File: config.mk
export PLATFORM = sky130hd
export DESIGN_NAME = led_sequence_scheduler
export DESIGN_NICKNAME = d
export VERILOG_FILES = /design/src/rtl/led_sequence_scheduler.sv
export SDC_FILE = /design/constraint.sdc
export NUM_CORES = 1
export LEC_CHECK = 0
export ABC_AREA = 1
export CAP_MARGIN = 40
export CORE_MARGIN = 10
export CORE_UTILIZATION = 32
export DETAILED_ROUTE_END_ITERATION = 7
export DONT_BUFFER_PORTS = 1
export PLACE_DENSITY = 0.53
export SLEW_MARGIN = 20
export SYNTH_ARGS = -nofsm -noshare
export SYNTH_HDL_FRONTEND = slang
export SYNTH_SLANG_ARGS = --single-unit
File: constraint.sdc
create_clock -name clk50M -period 1.83 [get_ports clk50M]
set_input_delay 0.549 -clock clk50M [delete_from_list [all_inputs] [get_ports clk50M]]
set_output_delay 0.549 -clock clk50M [all_outputs]
set_load 0.02 [all_outputs]
File: src/rtl/led_sequence_scheduler.sv
`timescale 1ns/1ps
// Progressive fill / hold / drain / hold sequencer for an 8-LED bank.
// A prescaler in the clk50M domain produces the step strobe, so no derived clock is used.
module led_sequence_scheduler #(
  parameter int CLK_HZ     = 50_000_000,
  parameter int STEP_HZ    = 1,
  parameter int HOLD_STEPS = 2
) (
  input  logic       clk50M,
  input  logic       reset,
  input  logic       enable,
  input  logic       mode,
  output logic [7:0] led,
  output logic       tick,
  output logic       busy,
  output logic       cycle_done
);

  localparam int TICK_DIV = CLK_HZ / STEP_HZ;
  localparam int PRE_W    = (TICK_DIV > 2) ? $clog2(TICK_DIV) : 1;
  localparam int HOLD_W   = (HOLD_STEPS > 1) ? $clog2(HOLD_STEPS + 1) : 1;
  localparam logic [PRE_W-1:0]  PRE_MAX  = PRE_W'(TICK_DIV - 1);
  localparam logic [HOLD_W-1:0] HOLD_MAX = HOLD_W'(HOLD_STEPS - 1);

  typedef enum logic [2:0] {
    S_IDLE     = 3'd0,
    S_FILL     = 3'd1,
    S_HOLD_ON  = 3'd2,
    S_DRAIN    = 3'd3,
    S_HOLD_OFF = 3'd4
  } state_t;

  state_t              r_state;
  logic [PRE_W-1:0]    r_pre;
  logic [2:0]          r_step_cnt;
  logic [HOLD_W-1:0]   r_hold_cnt;
  logic [7:0]          r_led;
  logic                r_tick;
  logic                r_pend;
  logic                r_busy;
  logic                r_cycle_done;
  logic                r_dir;
  logic                w_step;

  function automatic logic [7:0] shift_led(input logic [7:0] cur, input logic from_msb,
                                           input logic new_bit);
    return from_msb ? {new_bit, cur[7:1]} : {cur[6:0], new_bit};
  endfunction

  // A tick swallowed by a pause is remembered in r_pend and consumed on the first
  // enabled edge, so pausing on the tick cycle neither loses nor repeats a step.
  assign w_step = enable & (r_tick | r_pend);

  always_ff @(posedge clk50M) begin
    if (!reset) begin
      r_state      <= S_IDLE;
      r_pre        <= '0;
      r_step_cnt   <= '0;
      r_hold_cnt   <= '0;
      r_led        <= 8'h00;
      r_tick       <= 1'b0;
      r_pend       <= 1'b0;
      r_busy       <= 1'b0;
      r_cycle_done <= 1'b0;
      r_dir        <= 1'b0;
    end else begin
      r_cycle_done <= 1'b0;
      if (r_state == S_IDLE) begin
        r_led  <= 8'h00;
        r_tick <= 1'b0;
        r_pend <= 1'b0;
        if (enable) begin
          r_state    <= S_FILL;
          r_dir      <= mode;
          r_pre      <= '0;
          r_step_cnt <= '0;
          r_hold_cnt <= '0;
          r_busy     <= 1'b1;
        end
      end else begin
        if (enable) begin
          r_pend <= 1'b0;
          if (r_pre == PRE_MAX) begin
            r_pre  <= '0;
            r_tick <= 1'b1;
          end else begin
            r_pre  <= r_pre + 1'b1;
            r_tick <= 1'b0;
          end
        end else begin
          r_tick <= 1'b0;
          r_pend <= r_pend | r_tick;
        end

        if (w_step) begin
          case (r_state)
            S_FILL: begin
              r_led      <= shift_led(r_led, r_dir, 1'b1);
              r_step_cnt <= r_step_cnt + 3'd1;
              if (r_step_cnt == 3'd7) begin
                r_step_cnt <= '0;
                r_state    <= S_HOLD_ON;
              end
            end
            S_HOLD_ON: begin
              r_hold_cnt <= r_hold_cnt + 1'b1;
              if (r_hold_cnt == HOLD_MAX) begin
                r_hold_cnt <= '0;
                r_state    <= S_DRAIN;
              end
            end
            S_DRAIN: begin
              r_led      <= shift_led(r_led, r_dir, 1'b0);
              r_step_cnt <= r_step_cnt + 3'd1;
              if (r_step_cnt == 3'd7) begin
                r_step_cnt <= '0;
                r_state    <= S_HOLD_OFF;
              end
            end
            S_HOLD_OFF: begin
              r_hold_cnt <= r_hold_cnt + 1'b1;
              if (r_hold_cnt == HOLD_MAX) begin
                r_hold_cnt   <= '0;
                r_state      <= S_FILL;
                r_dir        <= mode;
                r_cycle_done <= 1'b1;
              end
            end
            default: r_state <= S_IDLE;
          endcase
        end
      end
    end
  end

  assign led        = r_led;
  assign tick       = r_tick;
  assign busy       = r_busy;
  assign cycle_done = r_cycle_done;

endmodule
Yosys cells after proc, flatten, opt, wreduce, memory -nomap -nowiden
Cells that the tools add are included.
{"block": "word_totals", "mem_count": 0, "register_bits": 47, "elab_cells": 82, "mem_bits_ro": 0, "latchBits": 0, "inputBits": 4, "ramBits": 0, "out_inout_bits": 11}
{"block": "op_classes", "shift": 0, "n_eq_ne": 12, "bitwise_logic": 6, "multipliers": 0, "div_mod_pow": 0, "n_lt_le_gt_ge": 0, "add_sub_neg": 3, "muxes": 32, "n_reduce_logical": 19}
{"cell": "26-bit 2-to-1 mux", "n": 4}
{"cell": "3-bit 2-to-1 mux", "n": 12}
{"cell": "26-bit by 1-bit adder with 26-bit output (second input constant)", "n": 1}
{"cell": "26-bit == test (second input constant)", "n": 1}
{"cell": "8-bit 2-to-1 mux", "n": 2}
{"cell": "8-bit case mux with 2 select lines", "n": 1}
{"cell": "3-bit inequality test (second input constant)", "n": 4}
{"cell": "3-bit case mux with 4 select lines", "n": 1}
{"cell": "2-bit nonzero test", "n": 6}
{"cell": "2-bit 2-to-1 mux", "n": 5}
{"cell": "1-bit 2-to-1 mux", "n": 7}
{"cell": "3-bit by 2-bit == test with 1-bit output (second input constant)", "n": 2}
{"cell": "3-bit == test (second input constant)", "n": 2}
{"cell": "3-bit AND reduction", "n": 2}
{"cell": "6-bit AND reduction", "n": 1}
{"cell": "2-bit OR reduction", "n": 3}
{"cell": "3-bit OR reduction", "n": 2}
{"cell": "1-bit NOT", "n": 4}
{"cell": "2-bit AND reduction", "n": 2}
{"cell": "4-bit AND reduction", "n": 1}
{"cell": "4-bit OR reduction", "n": 1}
{"cell": "3-bit by 1-bit adder with 3-bit output (second input constant)", "n": 1}
{"cell": "3-bit by 1-bit == test with 1-bit output (second input constant)", "n": 1}
{"cell": "3-bit zero test", "n": 1}
{"cell": "5 further kinds", "n": 5}

Logic depth before layout (Yosys ltp)
{"block": "depth", "word_depth": 5, "depth_mapped": 10}

Worst setup path after synthesis
No wires, ideal clock.
{"block": "synth_path", "path_type": "flip-flop to flip-flop", "start": "register r_pre[0]", "end": "register r_pre[10]", "arrival_time_ns": 1.384, "stages_incl_launch_ff": 10, "synth_period_minus_slack_ns": 1.506, "required_time_ns": 1.708, "path_slack_ns": 0.324, "n_path_buf": 1, "path_cell_list": "dfxtp_1 > ha_1 > nand2_1 > nor2_4 > nand2_2 > nor2_2 > nand3_2 > nand2_4 > buf_6 > o22ai_2"}
{"block": "synth_via", "elab_chain_len": 4, "word_cells_on_any_way": 5}
{"element": "from (decl)", "line_no": "34", "rtl": "logic [PRE_W-1:0] r_pre;"}
{"element": "from (signal assigned)", "line_no": "87", "rtl": "r_pre <= r_pre + 1'b1;"}
{"element": "26-bit by 1-bit adder with 26-bit output / 26-bit == test (equally long branches)", "line_no": "87, 83"}
{"element": "26-bit 2-to-1 mux (*)", "line_no": "83", "rtl": "if (r_pre == PRE_MAX) begin"}
{"element": "26-bit 2-to-1 mux (*)", "line_no": "81", "rtl": "if (enable) begin"}
{"element": "26-bit 2-to-1 mux (*)", "line_no": "68", "rtl": "if (r_state == S_IDLE) begin"}
Every way passes the cells marked *; elsewhere a longest branch is shown, timed or not. The select of a mux whose other input is x is not followed.
A chain may end at the register's enable or synchronous reset.

Worst setup path in the final report
{"block": "layout_path", "start": "register r_pre[0]", "end": "register r_pre[11]"}
Same word-level chain as after synthesis.

==> qor.csv <==
metric;value;unit
CTS Buf Count;5;
Inserted Diodes;0;
Final Cell Area;2770;um^2
Tightest Pin Transition;0.352;ns
Synth top cells by count;nand2_1, dfxtp_1, nor2_1, inv_1, nand3_1;
required time of the critical path;2.03;ns
DP Worst Slack;0.142;ns
die width;108;um
RR Endpoint;r_pre[11];
simple-gate share of the synthesized area;37.0;%
drt pass-1 iters;4;
final worst setup slack;0.187;ns
final setup TNS;0;ns
pin count of the biggest net entering global routing;18;
worst hold path type;in2reg;
mux cell area share after synthesis;0;%
mean routed wirelength per cell;12.1;um
power per cell area;892;nW/um^2
Top FF cell, synth;dfxtp_1;
final WL;5660;um
Worst Setup Start Kind;register;
XOR/XNOR Fraction of Synth Area;4.56;%
Synth Area in Compound Gates;13.0;%
DRC viols;0;
CP max FO;13;
Synth Instances;354;
register area share after synthesis;37.7;%
top post-synthesis cells by area;dfxtp_1, nand2_1, nand3_1, nor2_1, inv_1;
dpl cell area;2650;um^2
CP Class;reg2reg;
Max stage delay cell, worst path;dfxtp_1;
Synth area leader;dfxtp_1;
leakage dissipation;1.02;nW
Worst R2R Path Depth;10;
CP Launch Point;r_pre[0];
share of layout cells above drive strength 1;12.6;%
setup repair bufs after CTS;0;
I/O Buffers;0;
CTS clk-pin slew, worst paths;0.09;ns
cts hold-fix bufs;0;
asr flop ratio synth;0;%
Core Box Area;7650;um^2
combinational family with the most area after synthesis;simple AND/OR/NAND/NOR gates;
Distinct cells, synth;32;
number of synthesized flops with an enable pin;0;
effective utilization at floorplan;32.7;%
Mapped Avg Cell Area;7.05;um^2
clk sinks;47;
RePlAce Congestion;0.836;
post-layout minimum cycle time;1.64;ns
Worst-Skew Late Latency;0.31;ns
crit-path max cell delay;0.39;ns
# nets final;370;
RSZ-0062 raised after global routing;false;
Final Core Density;36.2;%
CTS tree;built;
CTS Root Cell;clkbuf_8;
Synth Cell Area;2500;um^2
Synth Register Bits;47;
crit-path cells;ha_1 -> nand2_1 -> nor2_4 -> nand2_2 -> nor2_2 -> nand3_2 -> nand2_8 -> inv_2 -> nand3_1 -> nand2_1;
cell count after placement;458;
Tot Pwr;2.47;mW
Final Non-Filler Cells;466;
gr ovfl total;0;
first-pass GRT wire length;9750;um
part of the cycle the worst path needs;89.8;%
Arr. time, crit path;1.85;ns
final hold vios;0;
YS warnings;0;
Reg2Reg Launch Point;r_pre[0];
Final Setup Violations;0;
end point of the critical path;r_pre[11];
Net Count, Synth;361;
CTS Buffer Depth;2;
VDD IR max;384;uV
Max-cap violations;0;
Synth Area in Adders;1.50;%
Die Area;11700;um^2
GRT Overall Usage;10.1;%
outcome;completed;
most frequent CP cell;nand2_1;
skew final;0.00769;ns
Rel. slew slack;76.5;%
crit end category;register;
DR iter-0 viols;64;
Slew Viols, Final;0;
most frequent cell after synthesis;nand2_1;
via count;2173;
number of H-tree levels;2;
io pins;15;
DR vias/cell;4.66;
initial antenna violation count;0;
fmax;0.609;GHz
vias in the first global route;2060;
flop2flop setup slack;0.19;ns
area grow syn2layout;10.9;%
Detail Route Antenna Nets;0;
post-synth top area share;37.7;%
hpwl dp;4290;um
worst hold slack;0.359;ns
Rows;32;
die height;108;um
==> state kept, by name, summed over array words and instances, names as in the netlist <==
signal / flops
busy: 1
cycle_done: 1
led: 8
r_dir: 1
r_hold_cnt: 2
r_pend: 1
r_pre: 26
r_state: 3
r_step_cnt: 3
tick: 1
==> cells in the final DEF (no fill, tap or decap), drive strengths merged, types with 5 or more instances in the layout <==
cell / synthesis / final
inv: 33 / 34
o21ai: 23 / 23
dfxtp: 47 / 47
buf: 5 / 7
xnor2: 6 / 6
clkbuf: 0 / 5
xor2: 7 / 7
a21oi: 19 / 19
a31oi: 6 / 6
nor3: 5 / 5
nand2: 109 / 109
nand3: 31 / 31
nor2: 45 / 45
==> worst min-delay path by stage <==
stage	start	endpoint	slack [ns]	cells after the start
3_3_place_gp	r_hold_cnt[1]	r_hold_cnt[1]	0.43	2
2_1_floorplan	r_hold_cnt[1]	r_hold_cnt[1]	0.41	2
6_report	reset	r_state[0]	0.36	2
4_1_cts	reset	r_state[0]	0.35	2
5_1_grt	reset	r_state[0]	0.34	2
3_5_place_dp	r_hold_cnt[1]	r_hold_cnt[1]	0.43	2
==> critical path, delay by kind of cell (launching register included) <==
kind / cells / cell delay, ns
adders and majority gates: 1 / 0.20
buffers and inverters: 1 / 0.10
DFF: 1 / 0.39
and+or+nand+nor: 8 / 0.84
==> cell type report <==
cell class | instances | area [um^2]
Clock buffer | 5 | 68.8
Multi-Input combinational cell | 269 | 1410
Clock inverter | 3 | 46.3
Fill cell | 852 | 4880
Timing Repair Buffer | 7 | 52.6
Inverter | 33 | 124
Sequential cell | 47 | 941
Tap cell | 102 | 128
==> report_power, final <==
| group | internal (mW) | switching [mW] | total, mW |
|---|---|---|---|
| Combinational | 0.164 | 0.363 | 0.527 |
| Clock | 0.412 | 0.388 | 0.801 |
| Sequential | 1.07 | 0.0715 | 1.14 |
==> cells by family (layout without fill, tap and decap cells) <==
| kind of cell | after synthesis | in the layout |
|---|---|---|
| simple gates | 200 | 200 |
| compound gates | 53 | 53 |
| flops | 47 | 47 |
| buf+inv | 38 | 48 |
| xor+xnor | 13 | 13 |
| fa+ha+maj | 3 | 3 |
==> what timing repair did <==
action,4_1_cts,5_1_grt
setup endpoints to repair,0,3
hold endpoints to repair,0,0
gates resized for setup,0,1
==> metal layers <==
layer | wire length [um] | global-route usage [%]
met5 | 0 | 0
met3 | 236 | 2.56
met4 | 106 | 3.67
met2 | 2530 | 16.3
met1 | 2790 | 12.8
No activity file was read; power rests on OpenSTA's default activity.
